`src/rtl/riscv_fetch_pkg.sv`:
```
// riscv_fetch_pkg: shared types, constants and the imem window test for the fetch stage.
package riscv_fetch_pkg;

    typedef enum logic [1:0] {BOOT, RUN, FAULT} state_t;

    localparam logic [31:0] NOP_INSTR      = 32'h0000_0013;
    localparam logic [31:0] DEF_RESET_VEC  = 32'h0400_0000;
    localparam logic [31:0] DEF_IMEM_BASE  = 32'h0400_0000;
    localparam logic [31:0] DEF_TRAP_VEC   = 32'h0400_0100;
    localparam int          DEF_IMEM_WORDS = 1024;

    // 33-bit compare so a window ending at 2^32 cannot wrap
    function automatic logic in_window(input logic [31:0] a, input logic [31:0] base, input int words);
        return ({1'b0, a} >= {1'b0, base}) && ({1'b0, a} < ({1'b0, base} + (33'(words) << 2)));
    endfunction

endpackage

```
`src/rtl/if_pc_fetch_if.sv`:
```
// if_pc_fetch_if: control inputs, imem bus and decode-facing outputs of the fetch stage.
interface if_pc_fetch_if;
    logic        stall;
    logic        redirect_valid;
    logic [31:0] redirect_target;
    logic [31:0] Addr;
    logic [31:0] Instr;
    logic [31:0] if_instr;
    logic [31:0] if_pc;
    logic [31:0] if_pc_plus4;
    logic        if_valid;
    logic        misalign_exc;
    logic        fetch_fault;
    logic [31:0] fault_addr;
    logic [31:0] fetch_count;

    modport master (
        input  stall, redirect_valid, redirect_target, Instr,
        output Addr, if_instr, if_pc, if_pc_plus4, if_valid,
               misalign_exc, fetch_fault, fault_addr, fetch_count
    );

    modport slave (
        output stall, redirect_valid, redirect_target, Instr,
        input  Addr, if_instr, if_pc, if_pc_plus4, if_valid,
               misalign_exc, fetch_fault, fault_addr, fetch_count
    );
endinterface

```
`src/rtl/if_next_pc_sel.sv`:
```
// if_next_pc_sel: priority mux choosing the next PC and flagging trap, fault and accepted redirects.
module if_next_pc_sel
    import riscv_fetch_pkg::*;
#(
    parameter logic [31:0] IMEM_BASE  = DEF_IMEM_BASE,
    parameter int          IMEM_WORDS = DEF_IMEM_WORDS,
    parameter logic [31:0] TRAP_VEC   = DEF_TRAP_VEC
) (
    input  state_t      state,
    input  logic [31:0] pc,
    input  logic        stall,
    input  logic        redirect_valid,
    input  logic [31:0] redirect_target,
    input  logic        in_win,
    output logic [31:0] next_pc,
    output logic        take,
    output logic        trap,
    output logic        fault
);
    logic mis;
    logic tgt_win;

    assign mis     = redirect_valid && (redirect_target[1:0] != 2'b00);
    assign tgt_win = in_window(redirect_target, IMEM_BASE, IMEM_WORDS);

    // in FAULT only a trap or an in-window aligned target can restart fetch
    always_comb begin
        take    = state == RUN ? redirect_valid : state == FAULT && (mis || (redirect_valid && tgt_win));
        trap    = take && mis;
        fault   = state == RUN && !in_win && !redirect_valid;
        next_pc = trap ? TRAP_VEC
                : take ? redirect_target
                : (state == RUN && in_win && !stall) ? pc + 32'd4
                : pc;
    end
endmodule

```
`src/rtl/if_pc_fetch.sv`:
```
// if_pc_fetch: PC register and fetch sequencer feeding instruction memory and decode.
module if_pc_fetch
    import riscv_fetch_pkg::*;
#(
    parameter logic [31:0] RESET_VEC  = DEF_RESET_VEC,
    parameter logic [31:0] IMEM_BASE  = DEF_IMEM_BASE,
    parameter int          IMEM_WORDS = DEF_IMEM_WORDS,
    parameter logic [31:0] TRAP_VEC   = DEF_TRAP_VEC
) (
    input logic           clk,
    input logic           rst,
    if_pc_fetch_if.master bus
);
    state_t      state, state_n;
    logic [31:0] pc, next_pc;
    logic        in_win, valid, take, trap, fault;

    assign in_win = in_window(pc, IMEM_BASE, IMEM_WORDS);

    if_next_pc_sel #(
        .IMEM_BASE (IMEM_BASE),
        .IMEM_WORDS(IMEM_WORDS),
        .TRAP_VEC  (TRAP_VEC)
    ) u_sel (
        .state          (state),
        .pc             (pc),
        .stall          (bus.stall),
        .redirect_valid (bus.redirect_valid),
        .redirect_target(bus.redirect_target),
        .in_win         (in_win),
        .next_pc        (next_pc),
        .take           (take),
        .trap           (trap),
        .fault          (fault)
    );

    always_ff @(posedge clk or posedge rst)
        if (rst) state <= BOOT;
        else     state <= state_n;

    always_comb
        state_n = state == BOOT ? RUN : fault ? FAULT : take ? RUN : state;

    always_comb begin
        valid            = state == RUN && in_win;
        bus.if_valid     = valid;
        bus.Addr         = pc;
        bus.if_pc        = pc;
        bus.if_pc_plus4  = pc + 32'd4;
        bus.if_instr     = valid ? bus.Instr : NOP_INSTR;
    end

    always_ff @(posedge clk or posedge rst) begin
        if (rst) begin
            pc               <= RESET_VEC;
            bus.misalign_exc <= 1'b0;
            bus.fetch_fault  <= 1'b0;
            bus.fault_addr   <= 32'd0;
            bus.fetch_count  <= 32'd0;
        end else begin
            pc               <= next_pc;
            bus.misalign_exc <= trap;
            bus.fetch_fault  <= fault ? 1'b1 : take ? 1'b0 : bus.fetch_fault;
            bus.fault_addr   <= trap ? bus.redirect_target : fault ? pc : bus.fault_addr;
            if (valid && !bus.stall && !bus.redirect_valid)
                bus.fetch_count <= bus.fetch_count + 32'd1;
        end
    end
endmodule

```
`src/flat_wrapper.sv`:
```
// flat-port wrapper written by rule: the top's interface ports become plain ports
module if_pc_fetch_flat import riscv_fetch_pkg::*;
#(
    parameter logic [31:0] RESET_VEC  = DEF_RESET_VEC,
    parameter logic [31:0] IMEM_BASE  = DEF_IMEM_BASE,
    parameter int          IMEM_WORDS = DEF_IMEM_WORDS,
    parameter logic [31:0] TRAP_VEC   = DEF_TRAP_VEC
)
  (clk, rst, bus_stall, bus_redirect_valid, bus_redirect_target, bus_Instr, bus_Addr, bus_if_instr, bus_if_pc, bus_if_pc_plus4, bus_if_valid, bus_misalign_exc, bus_fetch_fault, bus_fault_addr, bus_fetch_count);
  if_pc_fetch_if bus_i ();
  input logic clk;
  input logic rst;
  input wire logic [$bits(bus_i.stall)-1:0] bus_stall;
  input wire logic [$bits(bus_i.redirect_valid)-1:0] bus_redirect_valid;
  input wire logic [$bits(bus_i.redirect_target)-1:0] bus_redirect_target;
  input wire logic [$bits(bus_i.Instr)-1:0] bus_Instr;
  output wire logic [$bits(bus_i.Addr)-1:0] bus_Addr;
  output wire logic [$bits(bus_i.if_instr)-1:0] bus_if_instr;
  output wire logic [$bits(bus_i.if_pc)-1:0] bus_if_pc;
  output wire logic [$bits(bus_i.if_pc_plus4)-1:0] bus_if_pc_plus4;
  output wire logic [$bits(bus_i.if_valid)-1:0] bus_if_valid;
  output wire logic [$bits(bus_i.misalign_exc)-1:0] bus_misalign_exc;
  output wire logic [$bits(bus_i.fetch_fault)-1:0] bus_fetch_fault;
  output wire logic [$bits(bus_i.fault_addr)-1:0] bus_fault_addr;
  output wire logic [$bits(bus_i.fetch_count)-1:0] bus_fetch_count;
  assign bus_i.stall = bus_stall;
  assign bus_i.redirect_valid = bus_redirect_valid;
  assign bus_i.redirect_target = bus_redirect_target;
  assign bus_i.Instr = bus_Instr;
  assign bus_Addr = bus_i.Addr;
  assign bus_if_instr = bus_i.if_instr;
  assign bus_if_pc = bus_i.if_pc;
  assign bus_if_pc_plus4 = bus_i.if_pc_plus4;
  assign bus_if_valid = bus_i.if_valid;
  assign bus_misalign_exc = bus_i.misalign_exc;
  assign bus_fetch_fault = bus_i.fetch_fault;
  assign bus_fault_addr = bus_i.fault_addr;
  assign bus_fetch_count = bus_i.fetch_count;
  if_pc_fetch #(.RESET_VEC(RESET_VEC), .IMEM_BASE(IMEM_BASE), .IMEM_WORDS(IMEM_WORDS), .TRAP_VEC(TRAP_VEC)) u_core (.clk(clk), .rst(rst), .bus(bus_i));
endmodule
```
`config.mk`:
```
export PLATFORM = sky130hd
export DESIGN_NAME = if_pc_fetch_flat
export DESIGN_NICKNAME = d
export VERILOG_FILES = /design/src/rtl/riscv_fetch_pkg.sv /design/src/rtl/if_pc_fetch_if.sv /design/src/rtl/if_next_pc_sel.sv /design/src/rtl/if_pc_fetch.sv /design/src/flat_wrapper.sv
export SDC_FILE = /design/constraint.sdc
export NUM_CORES = 1
export LEC_CHECK = 0
export ABC_AREA = 0
export CAP_MARGIN = 30
export CORE_ASPECT_RATIO = 1.2
export CORE_MARGIN = 2
export CORE_UTILIZATION = 35
export CTS_BUF_LIST = sky130_fd_sc_hd__clkbuf_4 sky130_fd_sc_hd__clkbuf_8
export DETAILED_ROUTE_END_ITERATION = 12
export DONT_BUFFER_PORTS = 1
export GPL_TIMING_DRIVEN = 0
export SYNTH_ARGS = -nofsm -noshare
export SYNTH_HDL_FRONTEND = slang
export SYNTH_SLANG_ARGS = --single-unit
```
`constraint.sdc`:
```
create_clock -name clk -period 3.4 [get_ports clk]
set_clock_uncertainty 0.2 [all_clocks]
set_input_delay 0.68 -clock clk [delete_from_list [all_inputs] [get_ports clk]]
set_output_delay 0.68 -clock clk [all_outputs]
set_load 0.02 [all_outputs]
```
==> flow_summary.toml <==
[outcome]
status = "finished, final reports clean"

[drt]
dr_total_vias = 4712
dr.first_iter.drc_count = 309
drtAntennaViolNets = 0
drtPass1Iterations = 5
wirelength_mm = 18.3
drt-vias-per-instance = 5.50
wire_per_inst_um = 21.4
drc_errors = 0

[worst_setup_path]
worstPathRequired_ns = 2.52
path_cells = "clkbuf_2 > nand4_1 > buf_4 > nor2_4 > and3_2 > nand3_1 > xnor2_2"
r2r-end = "u_core.bus.fetch_count[27]$_DFFE_PP0P_"
critPathTopFamily = "simple AND/OR/NAND/NOR gates"
crit_end = "bus_if_pc_plus4[28]"
crit_start = "u_core.bus.Addr[8]$_DFFE_PP0P_"
path_class = "reg2out"
path_buf_inv = 2
ff2ff_path_depth = 6
critPathMaxFanout = 8
endpoint_kind = "output port"
rrSetupSlack_ns = 0.49
reg2reg_from = "u_core.bus.Addr[26]$_DFFE_PP1P_"
cp_data_arrival_time_ns = 2.35
cp_slowest_cell = "dfrtp_2"
cp-start-kind = "register"
crit_cells = 7
cp_slowest_stage_delay_ns = 0.48

[global_routing]
grt_use_total_pct = 20.5
antenna_found_initial = 0
grt_use_met3_pct = 5.16
grt_pass1_wl_mm = 27.3
grt_max_degree = 36
grt-ovfl-total = 0
grt_pass1_vias = 4623
grt_use_met2_pct = 34.7
busiest_layer = "met2"
grtUsageMet1_pct = 25.6

[flow_run]
cap_violations = 0

[synthesis]
async_reset_ff_share_pct = 100
synth_top_cell_by_area = "dfrtp_1"
synth_area_leaders = "dfrtp_1 44%, xnor2_1 7.2%, nand2_1 6.4%"
ys.flop_type = "dfrtp_1"
syn_nets = 689
synth_seq_area_share_pct = 44.0
synth_edf_count = 0
synth_cell_type_count = 44
syn_inst = 618
yosys.area.top_type_share_pct = 43.5
ys_ff_latch = 100
synth_most_common_cell = "dfrtp_1"
yosys_warnings = 0
syn_area_sq_um = 5690
yosys-top-cells-count = "99 x dfrtp_1, 97 x nand2_1, 50 x o21ai_0"
postSynthAreaPerCell_sq_um = 9.21

[clock_network]
insertion_delay_ns = 0.39
ctsHoldBuffers = 0
cts_tree = "yes"
clockRootBuffer = "clkbuf_8"
cts_sinks = 100
clk_pin_slew_ns = 0.11
cts_htree_levels = 3
clk_path_buf_depth = 2
numCtsBuffers = 9

[floorplan]
core_area_sq_um = 16100
rows = 51
dieHeight_um = 144
pin_count = 263
initial_utilization_pct = 35.4
floorplan.die_area_sq_um = 17300
fp.dieW_um = 120

[timing]
hold_viol_final = 0
hold_slack_ns = 0.0722
min_period_ns = 3.23
setup_viol = 0
fin_ws_ns = 0.175
fmax_mhz = 310
finalCritPeriodShare_pct = 94.9
slew-limit-headroom_pct = 40.4
slew_viol_final = 0
rsz0062_at_grt = "false"
setup_tns_ns = 0
tightest_slew_ns = 0.886

[pwr]
p_per_area_nw_per_um2 = 841
power_mw = 5.44
power_leakage_nw = 2.91
p_int_mw = 2.61
combPwrFrac_pct = 38.8
power_frac_clock_pct = 13.8
pwr-share-seq_pct = 47.5
ir_drop_v = 0.000436
swShare_pct = 52.0
power.switching_mw = 2.83

[place]
port_buffers = 0
gp_congestion = 0.876
dp_slack_ns = -0.410
post-dp-hpwl_mm = 13.6
placedCellCount = 833

[worst_hold_path]
hp-class = "in2async"

[finish]
antenna_cells = 0
final_layout_size_suffix_gt1_share_pct = 21.4
finalNonFillerCells = 857
syn2layout_area_growth_pct = 13.8
nNetsFinal = 711
==> how the worst min path moves through the flow <==
stage	end	slack, ns
after detailed placement	u_core.state[1]$_DFFE_PP0P_	0.35
after floorplan	u_core.state[1]$_DFFE_PP0P_	0.30
final	u_core.bus.fetch_count[23]$_DFFE_PP0P_	0.07
after CTS	u_core.bus.fetch_count[23]$_DFFE_PP0P_	0.08
after global routing	u_core.bus.fetch_count[24]$_DFFE_PP0P_	0.10
after global placement	u_core.state[1]$_DFFE_PP0P_	0.32
==> what timing repair did <==
| item | in CTS | in global routing |
|---|---|---|
| resized for setup | 45 | 23 |
| pin swaps | 5 | 3 |
| setup endpoints to repair | 53 | 46 |
| setup buffers | 6 | 2 |
| endpoints found under the hold margin | 0 | 0 |
==> worst register-to-register path, cell delays in order, from the launching register on <==
cell and delay (ns):
dfstp_2 0.70, nor4b_2 0.35, nand2_2 0.15, buf_4 0.21
nor4_1 0.77, nand4_1 0.23, xnor2_1 0.19
==> state kept, by name (all words and copies together) (netlist names) <==
| signal | flops |
|---|---|
| u_core.bus.Addr | 32 |
| u_core.bus.fault_addr | 32 |
| u_core.bus.fetch_count | 32 |
| u_core.state | 2 |
| u_core.bus.fetch_fault | 1 |
| u_core.bus.misalign_exc | 1 |
==> routing by layer <==
layer / wire length, um / vias up / share of wire [%]
li1: - / 2136 / -
met1: 7390 / 2346 / 40
met2: 9300 / 207 / 51
met3: 1310 / 23 / 7.1
met4: 340 / 0 / 1.9
met5: 0 / - / 0
==> power by group through the flow <==
stage	clock (mW)	sequential [mW]	combinational [mW]
after floorplan	0	2.35	1.67
after global placement	0	2.54	1.97
after detailed placement	0	2.55	2.02
after CTS	0.771	2.56	2.09
after global routing	0.820	2.65	2.29
final	0.750	2.58	2.11
==> logic make-up after synthesis <==
family	synth area share (%)
compound gates	7.21
xor+xnor	9.08
buf+inv	7.43
mux	5.12
flops	44.0
fa+ha+maj	0.660
simple gates	26.5
==> cell type report <==
class,instances,area [sq um]
Sequential cell,100,2520
Buffer,68,404
Fill cell,1602,9610
Tap cell,212,265
Clock inverter,7,61.3
Timing Repair Buffer,11,108
Clock buffer,9,124
Multi-Input combinational cell,442,2960
Inverter,8,33.8
==> cells in the final DEF, fill, tap and decap left out, types with 18 or more instances in the layout <==
master	instances
xnor2_1	40
and2_1	18
nand4_1	20
buf_4	44
nand3_1	37
mux2i_1	28
clkbuf_1	21
dfrtp_1	83
nand2_1	97
o21ai_0	50
==> metrics by stage <==
| stage | instance area [sq um] | utilization, % |
|---|---|---|
| after floorplan | 5690 | - |
| after global placement | 5960 | 37.1 |
| after detailed placement | 6010 | 37.3 |
| after CTS | 6410 | 39.8 |
| after global routing | 6470 | 40.3 |
| final | 6470 | 40.3 |
No activity file was read; power rests on OpenSTA's default activity.
